## src/rtl/selfcheck_seq_pkg.sv

```systemverilog
// Shared definitions for the selfcheck_seq self-check sequencer: state encoding,
// default timing and the gate-window compare helper.
package selfcheck_seq_pkg;

  typedef enum logic [2:0] {
    IDLE  = 3'd0,
    RUN   = 3'd1,
    EVAL  = 3'd2,
    DONE  = 3'd3,
    ABORT = 3'd4
  } state_t;

  localparam int DEFAULT_PHASE_LEN = 10000;
  localparam int DEFAULT_DEAD      = 1000;
  localparam int NUM_GATES         = 4;
  localparam int CNT_W             = 16;

  // Open-low / closed-high window: lo < data <= hi, unsigned 16-bit.
  function automatic logic in_window(input logic [CNT_W-1:0] data,
                                     input logic [CNT_W-1:0] lo,
                                     input logic [CNT_W-1:0] hi);
    return (data > lo) && (data <= hi);
  endfunction

endpackage

```

## src/rtl/selfcheck_seq_tick_div.sv

```systemverilog
// TICK_DIV prescaler: registered one-clock tick enable every TICK_DIV clocks,
// restarting from zero whenever clr is high.
module selfcheck_seq_tick_div
  import selfcheck_seq_pkg::*;
#(
  parameter int TICK_DIV = 1
) (
  input  logic clk,
  input  logic rst,
  input  logic clr,
  output logic tick
);

  localparam logic [CNT_W-1:0] LAST = CNT_W'(TICK_DIV - 1);

  logic [CNT_W-1:0] cnt_reg;

  always_ff @(posedge clk) begin
    if (rst || clr) begin
      cnt_reg <= '0;
      tick    <= 1'b0;
    end else if (cnt_reg == LAST) begin
      cnt_reg <= '0;
      tick    <= 1'b1;
    end else begin
      cnt_reg <= cnt_reg + 1'b1;
      tick    <= 1'b0;
    end
  end

endmodule

```

## src/rtl/selfcheck_seq.sv

```systemverilog
// Self-check sequencer: walks check_data through four switch phases, drives one
// test gate per phase with dead bands at each end, and reports pass/abort.
module selfcheck_seq
  import selfcheck_seq_pkg::*;
#(
  parameter int PHASE_LEN = DEFAULT_PHASE_LEN,
  parameter int DEAD      = DEFAULT_DEAD,
  parameter int TICK_DIV  = 1
) (
  input  logic        clk,
  input  logic        rst,
  input  logic        check_req,
  input  logic        stop,
  input  logic        Lockn,
  input  logic        fault_in,
  output logic        check,
  output logic [15:0] check_data,
  output logic [3:0]  gate,
  output logic        pass,
  output logic        done,
  output logic        aborted
);

  localparam logic [CNT_W-1:0] LAST_CNT = CNT_W'(4 * PHASE_LEN);

  state_t               state_reg;
  logic                 tick;
  logic                 presc_clr;
  logic                 start_ok;
  logic                 abort_req;
  logic [CNT_W-1:0]     data_inc;
  logic [NUM_GATES-1:0] win_inc;
  logic [NUM_GATES-1:0] win_start;

  assign data_inc  = check_data + 16'd1;
  assign start_ok  = check_req && Lockn && !stop && !fault_in;
  assign abort_req = stop || !Lockn || fault_in;
  // Holding the prescaler clear outside RUN means it starts from zero on entry.
  assign presc_clr = (state_reg != RUN);

  // Gate windows are evaluated on the value check_data is about to take, so the
  // registered gate changes on the same edge as the counter.
  generate
    for (genvar gi = 0; gi < NUM_GATES; gi++) begin : g_win
      localparam logic [CNT_W-1:0] LO = CNT_W'(gi * PHASE_LEN + DEAD);
      localparam logic [CNT_W-1:0] HI = CNT_W'((gi + 1) * PHASE_LEN - DEAD);
      assign win_inc[gi]   = in_window(data_inc, LO, HI);
      assign win_start[gi] = in_window(16'd1, LO, HI);
    end
  endgenerate

  selfcheck_seq_tick_div #(
    .TICK_DIV(TICK_DIV)
  ) u_tick_div (
    .clk (clk),
    .rst (rst),
    .clr (presc_clr),
    .tick(tick)
  );

  always_ff @(posedge clk) begin
    if (rst) begin
      state_reg  <= IDLE;
      check      <= 1'b0;
      check_data <= '0;
      gate       <= '0;
      pass       <= 1'b0;
      done       <= 1'b0;
      aborted    <= 1'b0;
    end else begin
      case (state_reg)
        IDLE: begin
          if (start_ok) begin
            state_reg  <= RUN;
            check      <= 1'b1;
            check_data <= 16'd1;
            gate       <= win_start;
            pass       <= 1'b0;
            aborted    <= 1'b0;
          end
        end
        RUN: begin
          // Abort wins over a coincident final tick.
          if (abort_req) begin
            state_reg  <= ABORT;
            check      <= 1'b0;
            check_data <= '0;
            gate       <= '0;
            pass       <= 1'b0;
            aborted    <= 1'b1;
          end else if (tick) begin
            check_data <= data_inc;
            if (data_inc == LAST_CNT) begin
              state_reg <= EVAL;
              gate      <= '0;
            end else begin
              gate <= win_inc;
            end
          end
        end
        EVAL: begin
          state_reg <= DONE;
          pass      <= !fault_in;
          check     <= 1'b0;
          done      <= 1'b1;
        end
        DONE: begin
          state_reg  <= IDLE;
          done       <= 1'b0;
          check_data <= '0;
        end
        ABORT: begin
          if (!check_req && !stop) begin
            state_reg <= IDLE;
          end
        end
        default: begin
          state_reg <= IDLE;
        end
      endcase
    end
  end

endmodule

```

## config.mk

```make
export PLATFORM = sky130hd
export DESIGN_NAME = selfcheck_seq
export DESIGN_NICKNAME = d
export VERILOG_FILES = /design/src/rtl/selfcheck_seq_pkg.sv /design/src/rtl/selfcheck_seq_tick_div.sv /design/src/rtl/selfcheck_seq.sv
export SDC_FILE = /design/constraint.sdc
export NUM_CORES = 1
export LEC_CHECK = 0
export ABC_CLOCK_PERIOD_IN_PS = 2600
export CORE_AREA = 4 4 113 61
export DETAILED_ROUTE_END_ITERATION = 10
export DIE_AREA = 0 0 117 65
export PLACE_DENSITY = 0.75
export SLEW_MARGIN = 30
export SYNTH_ARGS = -nofsm -noshare
export SYNTH_HDL_FRONTEND = slang
export SYNTH_SLANG_ARGS = --single-unit
```

## constraint.sdc

```tcl
create_clock -name clk -period 2.6 [get_ports clk]
set_input_delay 0.52 -clock clk [delete_from_list [all_inputs] [get_ports clk]]
set_output_delay 0.52 -clock clk [all_outputs]
set_load 0.05 [all_outputs]
```

==> impl_results.rst, run 1 <==
.. list-table::
   :header-rows: 1

   * - Metric
     - Value
   * - Area taken by multi-input logic gates
     - 0.00209 mm2
   * - Transition time of the tightest slew-check pin
     - roughly 0.65 ns
   * - Signed area change from the synthesized netlist to the final layout
     - 25.3%
   * - Buffer cell driving the clock tree root
     - sky130_fd_sc_hd__clkbuf_16
   * - Met3 usage in global routing
     - 0.114
   * - I/O pins
     - 30
   * - Chip width
     - 117 um
   * - Filler cell count
     - 501
   * - Area taken by flip-flops and latches
     - approximately 880 um2
   * - Number of levels the H-tree was split into
     - 2
   * - Flip-flop cell with the highest count after synthesis
     - sky130_fd_sc_hd__dfxtp_1
   * - Final Core Density
     - 0.660
   * - Setup crit end kind
     - register
   * - Number of antenna violations at the first check in global routing
     - 0
   * - Max Clock Freq
     - 401 MHz
   * - Async set-or-reset flop fraction in the synthesized netlist
     - 0
   * - Drc violations
     - 0
   * - M1 GR Usage
     - 0.423
   * - Initial standard-cell utilization of the core
     - 0.527
   * - Number of unique standard cell types used by synthesis
     - 68
   * - Post-layout minimum cycle time
     - 2.49 ns
   * - Number of flops mapped to enable cells by yosys
     - 0
   * - TritonCTS clock tree
     - yes
   * - Detail Placement HPWL
     - between 7000 and 8000 um
   * - Max FO, Critical Path
     - 15
   * - Tot GR Track Use
     - 0.272
   * - Cell Area, Synth
     - 0.00311 mm2
   * - Arrival time of data at the critical path endpoint
     - 2.70 ns
   * - Count of final max-slew check failures
     - 0
   * - Final wirelength
     - 10100 um
   * - Number of standard cells after synthesis
     - 401
   * - Max Cap Viol
     - 0
   * - Clock latency at the later pin of the worst-skew pair
     - 0.29 ns
   * - Detailed-route vias per instance
     - 6.30
   * - Vias in the first global route
     - 3019
   * - Pin count of the biggest net entering global routing
     - 25
   * - Total die area
     - between 0.007 and 0.008 mm2
   * - Layout cells sized above 1
     - 0.169
   * - Worst ir drop on vdd
     - 0.000238 V
   * - Area inside the core boundary
     - 0.00591 mm2
   * - Antenna cell count
     - 0
   * - Core Rows
     - 20
   * - Most used cells in the layout excluding fill and tap cells
     - 46 x sky130_fd_sc_hd__nor2_1, 44 x sky130_fd_sc_hd__dfxtp_1, 43 x sky130_fd_sc_hd__buf_4, 38 x sky130_fd_sc_hd__a21oi_1, 33 x sky130_fd_sc_hd__nand2_1
   * - Weighted congestion at the end of routability-driven global placement
     - 1.05
   * - Number of nets in the layout
     - 463
   * - Finish-stage setup viols
     - 0
   * - #FFs+latches synth
     - 44
   * - Wire per inst
     - 18.9 um
   * - Syn nets
     - ~400
   * - Path category of the worst min-delay check
     - reg2reg
   * - Power density over the cells
     - 377 mW/mm2
   * - Result of the run
     - finished, final reports clean
   * - Deepest clock path buffer count
     - 2
   * - Wire length of the first global-routing pass
     - 15700 um
   * - Critical path type
     - reg2reg
   * - Synthesis Warnings
     - 0
   * - Total design power
     - 1.47 mW
   * - Quantity of I/O buffers inserted on ports
     - 29
   * - Count of clock tree sinks
     - 44
   * - Via Count
     - between 3000 and 4000
   * - Setup clock skew after layout
     - 0.00452 ns
   * - Standard cell area after detailed placement
     - ~0.0037 mm2
   * - Critical path required time
     - 2.81 ns
   * - Clock slew at reported path FFs
     - approximately 0.060 ns
   * - Gr busiest metal
     - met1
   * - First-iteration detailed-routing DRC count
     - 345
   * - Post-route clock period utilization
     - 0.959
   * - Final antenna-violating net count
     - 0
   * - Most common cell after layout, fill and taps aside
     - sky130_fd_sc_hd__nor2_1
   * - Syn Area/Cell
     - 7.76 um2
   * - Post-route cell area
     - 0.00390 mm2
   * - Setup WS post-layout
     - 0.108 ns
   * - Relative max-transition margin
     - 0.563
   * - Endpoints failing hold
     - 0
   * - Sequential cell area fraction in the yosys report
     - 0.283
   * - Launching element type of the critical path
     - register
   * - Vert. Die Dim
     - 65 um
   * - Worst slack at placement
     - 0.0330 ns
   * - Static Leakage
     - 1.35 nW
   * - Gr ovfl total
     - 0
   * - Total iterations of the first detailed-routing run
     - 5
   * - Met2 usage
     - 0.325
   * - Number of buffers created by CTS
     - 5
==> power breakdown <==
part,switching [mW],internal (mW)
clock,0.272,0.451
sequential,0.00264,0.676
combinational,0.0405,0.0291
total,0.315,1.16
==> path summary, 6_finish.rpt <==
| check | startpoint | to | slack [ns] | cells after the start |
|---|---|---|---|---|
| setup / recovery | check_data[2] | gate[1] | 0.11 | 7 |
| hold / removal | gate[2] | gate[2] | 0.47 | 2 |
| setup reg to reg | check_data[2] | gate[1] | 0.11 | 7 |
| hold reg to reg | gate[2] | gate[2] | 0.47 | 2 |
==> synth_stat cells (all sizes together), types with 10 or more instances <==
| master | number | share of area |
|---|---|---|
| a21oi | 38 | 0.061 |
| nor3 | 24 | 0.051 |
| nand2 | 33 | 0.040 |
| nand4 | 10 | 0.030 |
| buf | 15 | 0.034 |
| xor2 | 16 | 0.045 |
| xnor2 | 15 | 0.045 |
| clkbuf | 12 | 0.014 |
| or3 | 10 | 0.020 |
| o21ai | 15 | 0.024 |
| dfxtp | 44 | 0.28 |
| nand3 | 22 | 0.041 |
| nor2 | 46 | 0.055 |
==> through the flow <==
step | TNS, ns | hold WS, ns | cells
after floorplan | 0 | 0.437 | 401
after global placement | 0 | 0.440 | 521
after detailed placement | 0 | 0.460 | 521
after CTS | 0 | 0.474 | 529
after global routing | -0.00676 | 0.494 | 532
final | 0 | 0.469 | 532
==> final cells by class <==
class	count	share of cell area
Timing Repair Buffer	73	0.162
Tap cell	77	0.0247
Clock buffer	5	0.0321
Multi-Input combinational cell	321	0.535
Sequential cell	44	0.226
Clock inverter	3	0.0109
Inverter	9	0.00866
==> metal layers <==
metal  vias to the layer above  wire (um)  part of all wire
li1                       1576          -                 -
met5                         -          0                 0
met1                      1550       4870              0.48
met3                        19       1430              0.14
met2                       209       3620              0.36
met4                         0        150             0.015
==> timing repair <==
action,CTS,global route
resized for setup,0,6
buffers inserted,0,3
endpoints found under the hold margin,0,0
hold buffers,0,0
setup endpoints to repair,0,6
==> kinds of logic after synthesis <==
| family | count (synthesis) | share of synthesized area |
|---|---|---|
| fa+ha+maj | 3 | 0.0121 |
| simple gates | 192 | 0.347 |
| buf+inv | 36 | 0.0591 |
| xor+xnor | 31 | 0.0897 |
| flops | 44 | 0.283 |
| compound gates | 95 | 0.209 |
==> critical path, stage by stage, from the launching register on <==
cell and delay, ns:
sky130_fd_sc_hd__dfxtp_1 0.53, sky130_fd_sc_hd__nand3_4 0.26, sky130_fd_sc_hd__nor3_4 0.29, sky130_fd_sc_hd__xnor2_1 0.20, sky130_fd_sc_hd__or3_1 0.43, sky130_fd_sc_hd__o311ai_1 0.35
sky130_fd_sc_hd__o21ai_1 0.11, sky130_fd_sc_hd__a211oi_2 0.22
(Power assumes the default switching activity.)
==> inputs of run 2 (changes only) <==
Settings changed: CTS_BUF_LIST from default to sky130_fd_sc_hd__clkbuf_16.
==> results of run 2 <==
Same layout as run 1: the final DEF is identical, and so are final timing and power.
